===== src/rtl/cronometro_bcd_pkg.sv =====
// ----------------------------------------------------------------------------
// cronometro_bcd_pkg
// Shared definitions for the BCD stopwatch: FSM state enumeration, BCD digit
// geometry, display blink half-period and the BCD counting helpers.
// ----------------------------------------------------------------------------
package cronometro_bcd_pkg;

   typedef enum logic [1:0] {
      IDLE = 2'd0,
      RUN  = 2'd1,
      STOP = 2'd2
   } estado_t;

   localparam int DIGIT_W    = 4;
   localparam int NUM_DIGITS = 4;
   localparam logic [DIGIT_W-1:0] DIGIT_MAX = 4'd9;

   // Display blink half-period in STOP, in ticks (5 x 0.1 s = 0.5 s).
   localparam int BLINK_TICKS = 5;

   // Index 0 = tenths, 1 = units, 2 = tens, 3 = hundreds.
   typedef logic [NUM_DIGITS-1:0][DIGIT_W-1:0] contagem_t;

   // Ripple-carry BCD increment; a digit at (or, defensively, above) 9
   // wraps to 0 and passes the carry on.
   function automatic contagem_t bcd_incrementa(input contagem_t c);
      contagem_t r;
      logic      carry;
      r     = c;
      carry = 1'b1;
      for (int i = 0; i < NUM_DIGITS; i++) begin
         if (carry) begin
            if (c[i] >= DIGIT_MAX) begin
               r[i]  = '0;
               carry = 1'b1;
            end else begin
               r[i]  = c[i] + 1'b1;
               carry = 1'b0;
            end
         end
      end
      return r;
   endfunction

   // True when every digit is 9 (999.9).
   function automatic logic bcd_no_maximo(input contagem_t c);
      logic m;
      m = 1'b1;
      for (int i = 0; i < NUM_DIGITS; i++) begin
         if (c[i] != DIGIT_MAX) m = 1'b0;
      end
      return m;
   endfunction

endpackage


===== src/rtl/cronometro_bcd_sincroniza_botao.sv =====
// ----------------------------------------------------------------------------
// sincroniza_botao
// Two-flop synchronizer for an asynchronous level button, followed by a
// previous-value flop for rising-edge detection.
//
// Ports
//   clk    in  1  clock
//   rst_n  in  1  asynchronous active-low reset
//   botao  in  1  raw asynchronous button level
//   pulso  out 1  one-cycle request pulse (sync AND NOT previous)
//
// The pulse is built from flops only, so the consumer can register its
// effect on the next edge: input sampled high at edge 1, action visible at
// edge 3.
// ----------------------------------------------------------------------------
module sincroniza_botao (
   input  logic clk,
   input  logic rst_n,
   input  logic botao,
   output logic pulso
);

   logic       meta;
   logic       sinc;
   logic       anterior;
   // Shift register of ones filled after reset release: bit 2 says that
   // "anterior" now holds a real sample rather than the reset value, so a
   // button held high across reset release never produces a pulse; it must
   // be seen low first.
   logic [2:0] valido;

   always_ff @(posedge clk or negedge rst_n) begin
      if (!rst_n) begin
         meta     <= 1'b0;
         sinc     <= 1'b0;
         anterior <= 1'b0;
         valido   <= '0;
      end else begin
         meta     <= botao;
         sinc     <= meta;
         anterior <= sinc;
         valido   <= {valido[1:0], 1'b1};
      end
   end

   assign pulso = sinc & ~anterior & valido[2];

endmodule


===== src/rtl/cronometro_bcd.sv =====
// ----------------------------------------------------------------------------
// cronometro_bcd
// Stopwatch counting tenths of a second up to 999.9 in BCD, with start/stop,
// clear and lap-hold buttons and a blinking display enable while stopped.
//
// Parameters
//   CLK_HZ   input clock frequency in Hz
//   TICK_HZ  count rate in Hz (10 = one count per tenth of a second)
//
// Ports
//   clk           in  1  clock, rising edge
//   rst_n         in  1  asynchronous active-low reset
//   btn_start     in  1  start/stop toggle request (async level)
//   btn_zero      in  1  clear request (async level)
//   btn_parcial   in  1  lap-hold toggle request (async level)
//   centena       out 4  BCD hundreds of seconds
//   dezena        out 4  BCD tens of seconds
//   unidade       out 4  BCD units of seconds
//   decimo        out 4  BCD tenths of seconds
//   displayativo  out 1  display enable for the 7-segment decoder
//   rodando       out 1  high while running
// ----------------------------------------------------------------------------
module cronometro_bcd
   import cronometro_bcd_pkg::*;
#(
   parameter int CLK_HZ  = 50_000_000,
   parameter int TICK_HZ = 10
) (
   input  logic       clk,
   input  logic       rst_n,
   input  logic       btn_start,
   input  logic       btn_zero,
   input  logic       btn_parcial,
   output logic [3:0] centena,
   output logic [3:0] dezena,
   output logic [3:0] unidade,
   output logic [3:0] decimo,
   output logic       displayativo,
   output logic       rodando
);

   localparam int DIV = CLK_HZ / TICK_HZ;
   localparam int PW  = (DIV > 1) ? $clog2(DIV) : 1;
   localparam logic [PW-1:0] PRESC_MAX = PW'(DIV - 1);
   localparam int BW  = $clog2(BLINK_TICKS);
   localparam logic [BW-1:0] BLINK_MAX = BW'(BLINK_TICKS - 1);

   logic p_start;
   logic p_zero;
   logic p_parcial;

   sincroniza_botao u_sinc_start (
      .clk   (clk),
      .rst_n (rst_n),
      .botao (btn_start),
      .pulso (p_start)
   );

   sincroniza_botao u_sinc_zero (
      .clk   (clk),
      .rst_n (rst_n),
      .botao (btn_zero),
      .pulso (p_zero)
   );

   sincroniza_botao u_sinc_parcial (
      .clk   (clk),
      .rst_n (rst_n),
      .botao (btn_parcial),
      .pulso (p_parcial)
   );

   estado_t       estado,     estado_nxt;
   logic [PW-1:0] presc,      presc_nxt;
   contagem_t     contagem,   contagem_nxt;
   contagem_t     exibido,    exibido_nxt;
   logic          hold,       hold_nxt;
   logic          disp_q,     disp_nxt;
   logic [BW-1:0] blink_cnt,  blink_nxt;
   logic          rodando_q;
   logic          tick;
   logic          entra_stop;

   assign tick = (presc == PRESC_MAX);

   always_ff @(posedge clk or negedge rst_n) begin
      if (!rst_n) begin
         estado <= IDLE;
      end else begin
         estado <= estado_nxt;
      end
   end

   always_comb begin
      estado_nxt   = estado;
      contagem_nxt = contagem;
      hold_nxt     = hold;
      disp_nxt     = disp_q;
      blink_nxt    = blink_cnt;
      entra_stop   = 1'b0;
      // Prescaler free-runs; only entry into RUN reloads it.
      presc_nxt    = tick ? '0 : presc + 1'b1;

      if (p_zero) begin
         // Clear outranks every other request and the tick.
         estado_nxt   = IDLE;
         contagem_nxt = '0;
         hold_nxt     = 1'b0;
         disp_nxt     = 1'b1;
         blink_nxt    = '0;
      end else begin
         case (estado)
            IDLE: begin
               disp_nxt = 1'b1;
               if (p_start) begin
                  estado_nxt = RUN;
                  presc_nxt  = '0;
               end
            end
            RUN: begin
               disp_nxt = 1'b1;
               if (p_parcial) hold_nxt = ~hold;
               if (tick) begin
                  // At 999.9 the count saturates and the watch stops itself.
                  if (bcd_no_maximo(contagem)) entra_stop = 1'b1;
                  else                         contagem_nxt = bcd_incrementa(contagem);
               end
               if (p_start) entra_stop = 1'b1;
               if (entra_stop) begin
                  estado_nxt = STOP;
                  hold_nxt   = 1'b0;
                  disp_nxt   = 1'b1;
                  blink_nxt  = '0;
               end
            end
            STOP: begin
               if (p_start) begin
                  estado_nxt = RUN;
                  presc_nxt  = '0;
                  disp_nxt   = 1'b1;
               end else if (tick) begin
                  if (blink_cnt == BLINK_MAX) begin
                     blink_nxt = '0;
                     disp_nxt  = ~disp_q;
                  end else begin
                     blink_nxt = blink_cnt + 1'b1;
                  end
               end
            end
            default: begin
               estado_nxt = IDLE;
            end
         endcase
      end

      // Frozen lap value simply keeps the previously shown digits.
      exibido_nxt = hold_nxt ? exibido : contagem_nxt;
   end

   always_ff @(posedge clk or negedge rst_n) begin
      if (!rst_n) begin
         presc     <= '0;
         contagem  <= '0;
         exibido   <= '0;
         hold      <= 1'b0;
         disp_q    <= 1'b1;
         blink_cnt <= '0;
         rodando_q <= 1'b0;
      end else begin
         presc     <= presc_nxt;
         contagem  <= contagem_nxt;
         exibido   <= exibido_nxt;
         hold      <= hold_nxt;
         disp_q    <= disp_nxt;
         blink_cnt <= blink_nxt;
         rodando_q <= (estado_nxt == RUN);
      end
   end

   assign centena      = exibido[3];
   assign dezena       = exibido[2];
   assign unidade      = exibido[1];
   assign decimo       = exibido[0];
   assign displayativo = disp_q;
   assign rodando      = rodando_q;

endmodule


===== config.mk =====
export PLATFORM = sky130hd
export DESIGN_NAME = cronometro_bcd
export DESIGN_NICKNAME = d
export VERILOG_FILES = /design/src/rtl/cronometro_bcd_pkg.sv /design/src/rtl/cronometro_bcd_sincroniza_botao.sv /design/src/rtl/cronometro_bcd.sv
export SDC_FILE = /design/constraint.sdc
export NUM_CORES = 1
export LEC_CHECK = 0
export ABC_AREA = 1
export CAP_MARGIN = 20
export CORE_ASPECT_RATIO = 0.8
export CORE_MARGIN = 3
export CORE_UTILIZATION = 30
export CTS_CLUSTER_DIAMETER = 120
export DETAILED_ROUTE_END_ITERATION = 12
export PLACE_DENSITY = 0.57
export SYNTH_ARGS = -nofsm -noshare
export SYNTH_HDL_FRONTEND = slang
export SYNTH_SLANG_ARGS = --single-unit

===== constraint.sdc =====
create_clock -name clk -period 2.05 [get_ports clk]
set_input_delay 0.615 -clock clk [delete_from_list [all_inputs] [get_ports clk]]
set_output_delay 0.615 -clock clk [all_outputs]
set_load 0.01 [all_outputs]

==> results.sh, run 1 <==
export IMPL_status="complete, no violations"
export IMPL_avgRoutedWirePerCell_um=13.1
export IMPL_drtIter0Drc=274
export IMPL_fin_area_mm2=0.00499
export IMPL_start_util_pct=31.2
export IMPL_comb_power_share_pct=12.0
export IMPL_p_leak_nw=2.30
export IMPL_yosys_area_share_simple_pct=32.9
export IMPL_syn_cell_area_mm2=0.00408
export IMPL_synth_xor_area_share_pct=1.29
export IMPL_avgSynthCellArea_um2=7.86
export IMPL_fp_row_count=37
export IMPL_synthToLayoutAreaGrowth_pct=22.5
export IMPL_seq_power_share_pct=43.6
export IMPL_fp_dieW_um=136
export IMPL_period_needed_ns=1.93
export IMPL_synth_edf_count=0
export IMPL_antenna_found_initial=0
export IMPL_wl_met1_mm=5.13
export IMPL_power_density_mw_per_mm2=760
export IMPL_post_dp_cell_area_mm2=0.00461
export IMPL_clkLatencyLatePin_ns=0.34
export IMPL_hp_class="input pin to asynchronous set/reset pin"
export IMPL_root_buffer="clkbuf_16"
export IMPL_finalCritPeriodShare_pct=94.3
export IMPL_path_delay_family="buffers and inverters"
export IMPL_drv_slew=0
export IMPL_path_max_fanout=2
export IMPL_grt_max_degree=40
export IMPL_fp_dieH_um=110
export IMPL_switching_share_pct=25.5
export IMPL_route_met2_wl_mm=3.91
export IMPL_yosysWarnings=0
export IMPL_grt_pass1_wl_mm=16.4
export IMPL_critPathArrivalTime_ns=1.32
export IMPL_drc=0
export IMPL_wl_mm=9.68
export IMPL_grt_pass1_vias=3295
export IMPL_fin_setup_tns_ns=0
export IMPL_overflow=0
export IMPL_syn_nets=539
export IMPL_dp_slack_ns=0.0612
export IMPL_die_area_mm2=0.0150
export IMPL_critPathBufInv=1
export IMPL_timing_fmax_ghz=0.517
export IMPL_cts_buffers=9
export IMPL_synth_compound_area_share_pct=7.36
export IMPL_final_nets=582
export IMPL_antenna_left=0
export IMPL_power_share_clock_pct=44.5
export IMPL_io_buffers=22
export IMPL_vias=3430
export IMPL_seq_area_frac_synth_pct=46.0
export IMPL_yosys_cell_types_count=42
export IMPL_cts_clk_slew_worst_paths_ns=0.06
export IMPL_track_usage_pct=14.1
export IMPL_skew_ns=0.00656
export IMPL_fin_ws_ns=0.116
export IMPL_worstRegToRegCells=13
export IMPL_synth_async_reset_ratio_pct=100
export IMPL_core_area_mm2=0.0131
export IMPL_dp_hpwl_mm=7.26
export IMPL_cts_htree_levels=3
export IMPL_muxShareOfSynthArea_pct=0
export IMPL_endpoint_kind="output port"
export IMPL_cp_start_kind="flop"
export IMPL_clock_sink_count=75
export IMPL_synth_ff_type="dfrtp_1"
export IMPL_cts_tree="built"
export IMPL_crit_chain="clkdlybuf4s50_1"
export IMPL_clock_path_buffers=2
export IMPL_maxCapViolCount=0
export IMPL_drive_gt1_share_pct=14.3
export IMPL_holdBufCountCts=0
export IMPL_critPathKind="flop to output port"
export IMPL_ioPinCount=23
export IMPL_antenna_cells=0
export IMPL_cp_depth=1
export IMPL_synthAdderAreaFrac_pct=4.60
export IMPL_wl_met3_um=484
export IMPL_firstDrtPassIters=5
export IMPL_ys_ff_latch=75
export IMPL_internal_power_mw=2.83
export IMPL_top_layer="met4"
export IMPL_p_switching_mw=0.968
export IMPL_syn_inst=519
export IMPL_finalSetupViolations=0
export IMPL_ir_worst_vdd_mv=0.449
export IMPL_gp_congestion=0.919
export IMPL_via_per_inst=4.63
export IMPL_critPathMaxStageDelay_ns=0.59
export IMPL_cp_required_ns=1.43
export IMPL_finalHoldViolations=0
export IMPL_synth_top_family_by_area="simple AND/OR/NAND/NOR gates"
export IMPL_cp_slowest_cell="clkdlybuf4s50_1"
[routing by layer]
layer / vias up / global-route usage, %
li1: 1750 / -
met1: 1589 / 21.0
met2: 80 / 19.1
met3: 11 / 3.95
met4: 0 / 5.18
met5: - / 0
[cell families after synthesis]
kind of cell	after synthesis
other	1
XOR/XNOR	6
AND/OR/NAND/NOR	294
AO/OA/AOI/OAI	52
buffers and inverters	76
flip-flops	75
adder cells (fa/ha/maj)	15
[sequential cells by signal, summed over array words and instances, names as in the netlist, 2 cells and up]
name,flops
dezena,4
decimo,4
presc,23
contagem,16
blink_cnt,3
u_sinc_parcial.valido,3
centena,4
estado,2
unidade,4
[area by class of cell]
type / instances / area [um^2]
well taps: 175 / 219
inverters: 67 / 255
fillers: 1334 / 8060
clock inverters: 5 / 77.6
multi-input cells: 368 / 1950
repair buffers: 41 / 375
clock buffers: 10 / 239
flip-flops and latches: 75 / 1880
[cells in the final DEF, fill, tap and decap left out, types with 13 or more instances in the layout]
master	count
nand2_1	128
clkdlybuf4s50_1	20
buf_4	18
ha_1	13
nor3_1	14
inv_1	57
a21oi_1	14
nand3_1	40
o21ai_0	15
dfrtp_1	74
nor2_1	63
[stage by stage]
stage	hold WS [ns]	std cells	power (mW)	utilization (%)
5_1_grt	0.162	741	3.99	38.3
3_3_place_gp	0.332	726	2.12	35.3
3_5_place_dp	0.339	726	2.13	35.3
4_1_cts	0.154	741	3.84	37.7
6_report	0.153	741	3.79	38.3
2_1_floorplan	0.319	519	1.97	-
[power by group through the flow]
stage          Clock (mW)  Combinational [mW]  Sequential [mW]
2_1_floorplan           0               0.296             1.67
3_3_place_gp            0               0.442             1.67
3_5_place_dp            0               0.450             1.68
4_1_cts              1.73               0.450             1.66
5_1_grt              1.81               0.513             1.67
6_report             1.69               0.455             1.65
[synthesized netlist by cell type (6+ instances only)]
library cell | instances | area, um^2
nand2_1 | 129 | 484
nand3_1 | 40 | 200
inv_1 | 58 | 218
o21ai_0 | 16 | 80.1
nor2_2 | 6 | 37.5
dfrtp_1 | 74 | 1850
inv_2 | 6 | 22.5
o21ai_1 | 8 | 40.0
a21oi_1 | 15 | 75.1
nor3_1 | 14 | 70.1
nand4_1 | 11 | 68.8
nor2_1 | 68 | 255
ha_1 | 15 | 188
[worst paths after layout]
check	slack (ns)	to	start
setup / recovery	0.12	dezena[1]	dezena[1]
hold / removal	0.15	presc[2]	rst_n
setup reg to reg	0.15	decimo[2]	contagem[5]
hold reg to reg	0.35	u_sinc_parcial.valido[1]	u_sinc_parcial.valido[0]
max in group asynchronous	1.29	displayativo	rst_n
min in group clk	0.35	u_sinc_parcial.valido[1]	u_sinc_parcial.valido[0]
[repair_timing]
| item | CTS | global route |
|---|---|---|
| setup buffers | 0 | 0 |
| gates resized for setup | 1 | 21 |
| endpoints found under the setup margin | 1 | 28 |
| pin swaps | 0 | 1 |
Power figures use the tool's default switching activity.
==> run 2: changes to the inputs <==
- PLACE_DENSITY: 0.57 -> 0.58
- SLEW_MARGIN: default -> 20
- clock period: 2.05 -> 1.7 ns (I/O delays scaled with it)
==> run 2 against run 1 <==
  * The flow now finishes with violations (setup timing)
  * Worst hold slack lost 0.081 ns
  * Via count grew 12%
  * Final area grew 20%
  * Count of clock-buffer cells in the layout grew 2
  * Worst setup slack lost 0.27 ns
  * Clock power grew 21%
  * Sequential power grew 21%
  * Critical endpoint is now decimo[0]
  * Largest cell class unchanged
==> results.sh, run 2 (same netlist as run 1, synthesis figures left out) <==
export IMPL_holdWs_ns=0.0714
export IMPL_endpoint_kind="flop"
export IMPL_antenna_left=0
export IMPL_cts_tree="built"
export IMPL_gp_congestion=0.918
export IMPL_cp_start_kind="flop"
export IMPL_worstRegToRegCells=11
export IMPL_clkLatencyLatePin_ns=0.35
export IMPL_reg_largest_list="presc x23, contagem x16"
export IMPL_fp_dieH_um=110
export IMPL_via_per_inst=4.62
export IMPL_ir_worst_vdd_mv=0.460
export IMPL_finalHoldViolations=0
export IMPL_p_leak_nw=2.91
export IMPL_cts_buffers=9
export IMPL_overflow=0
export IMPL_seq_area_mm2=0.00188
export IMPL_critPathArrivalTime_ns=2.14
export IMPL_violations="setup timing"
export IMPL_path_delay_family="simple AND/OR/NAND/NOR gates"
export IMPL_grt_max_degree=32
export IMPL_drv_slew=0
export IMPL_crit_chain="ha_4 > nor2_1 > nand2_2 > nand2_4 > inv_4 > buf_6 > nor3_2 > nand4_1 > a21oi_4 > nand2_1 > nand2_1"
export IMPL_status="complete, but fails checks"
export IMPL_path_max_fanout=4
export IMPL_clock_sink_count=75
export IMPL_r2r_end="decimo[0]"
export IMPL_drtIter0Drc=324
export IMPL_place_inst=793
export IMPL_track_usage_pct=15.4
export IMPL_finalCritPeriodShare_pct=109
export IMPL_grt_pass1_wl_mm=18.0
export IMPL_rrSetupSlack_ns=-0.16
export IMPL_antenna_found_initial=0
export IMPL_start_util_pct=31.2
export IMPL_drive_gt1_share_pct=34.3
export IMPL_r2r_start="contagem[0]"
export IMPL_root_buffer="clkbuf_16"
export IMPL_die_area_mm2=0.0150
export IMPL_grt_pass1_vias=3728
export IMPL_hp_class="input pin to asynchronous set/reset pin"
export IMPL_vias=3826
export IMPL_period_needed_ns=1.86
export IMPL_core_area_mm2=0.0131
export IMPL_cts_clk_slew_worst_paths_ns=0.06
export IMPL_wl_mm=11.1
export IMPL_mostFrequentLayoutCells="nand2_1, buf_4, dfrtp_1"
export IMPL_firstDrtPassIters=4
export IMPL_skew_ns=0.00970
export IMPL_fin_ws_ns=-0.157
export IMPL_power_density_mw_per_mm2=809
export IMPL_fin_area_mm2=0.00597
export IMPL_post_dp_cell_area_mm2=0.00514
export IMPL_dp_hpwl_mm=7.86
export IMPL_critPathMaxStageDelay_ns=0.44
export IMPL_cts_htree_levels=3
export IMPL_io_buffers=22
export IMPL_maxCapViolCount=0
export IMPL_n_fill_cell=1288
export IMPL_antenna_cells=0
export IMPL_cp_slowest_cell="dfrtp_2"
export IMPL_finalSetupViolations=26
export IMPL_synthToLayoutAreaGrowth_pct=46.5
export IMPL_final_nets=669
export IMPL_rsz0062_at_grt="yes"
export IMPL_critPathKind="flop to flop"
export IMPL_clock_path_buffers=2
export IMPL_stdcell_count=829
export IMPL_cp_required_ns=1.99
export IMPL_critPathBufInv=2
export IMPL_multi_input_area_mm2=0.00223
export IMPL_ioPinCount=23
export IMPL_top_register="presc"
export IMPL_largest_reg_flops=23
export IMPL_avgRoutedWirePerCell_um=13.3
export IMPL_final_common_cell="nand2_1"
export IMPL_fin_setup_tns_ns=-1.69
export IMPL_final_util_pct=45.8
export IMPL_critPathMostFrequentCell="nand2_1"
export IMPL_drc=0
export IMPL_fp_dieW_um=136
export IMPL_holdBufCountCts=0
export IMPL_power_total_mw=4.83
export IMPL_fp_row_count=37
export IMPL_timing_fmax_ghz=0.539
export IMPL_dp_slack_ns=-0.219
run 2: changes by cell type in the layout (fill, tap and decap cells not counted), moves of 11 or more:
cell,before,now
buf_4,18,94
nand2_1,128,109
clkdlybuf4s50_1,20,3
dlygate4sd2_1,1,17
nand2_2,4,20
nor2_1,63,52
run 2: worst max-delay path by stage:
stage                start         end  slack, ns  cells after the start
3_3_place_gp   contagem[1]   decimo[0]      -0.19                     11
2_1_floorplan  contagem[5]  centena[2]      0.001                     14
5_1_grt        contagem[1]  unidade[2]      -0.24                     13
6_report       contagem[0]   decimo[0]      -0.16                     11
4_1_cts        contagem[0]   decimo[0]      -0.09                     11
3_5_place_dp   contagem[1]   decimo[0]      -0.22                     11
run 2: final cells by class:
type,instances,area share [%]
Clock inverter,4,1.26
Sequential cell,75,31.5
Multi-Input combinational cell,368,37.4
Inverter,67,4.40
Timing Repair Buffer,128,17.9
Tap cell,175,3.66
Clock buffer,12,3.96
run 2: report_power, final:
group	total [mW]	internal, mW	switching, mW
Combinational	0.802	0.360	0.443
Clock	2.04	1.29	0.757
Sequential	1.99	1.90	0.0867
Total	4.83	3.55	1.29
run 2: routing by layer:
metal  track usage [%]  vias to the layer above  part of all wire [%]
met2              21.4                       78                    42
met4              6.69                        0                   2.1
met3              3.99                       20                   4.9
met1              22.3                     1802                    51
li1                  -                     1926                     -
met5                 0                        -                     0
run 2: timing repair:
action	in CTS	in global routing
endpoints found under the setup margin	56	62
gates resized for setup	59	70
pin swaps	11	23
buffers inserted	6	14
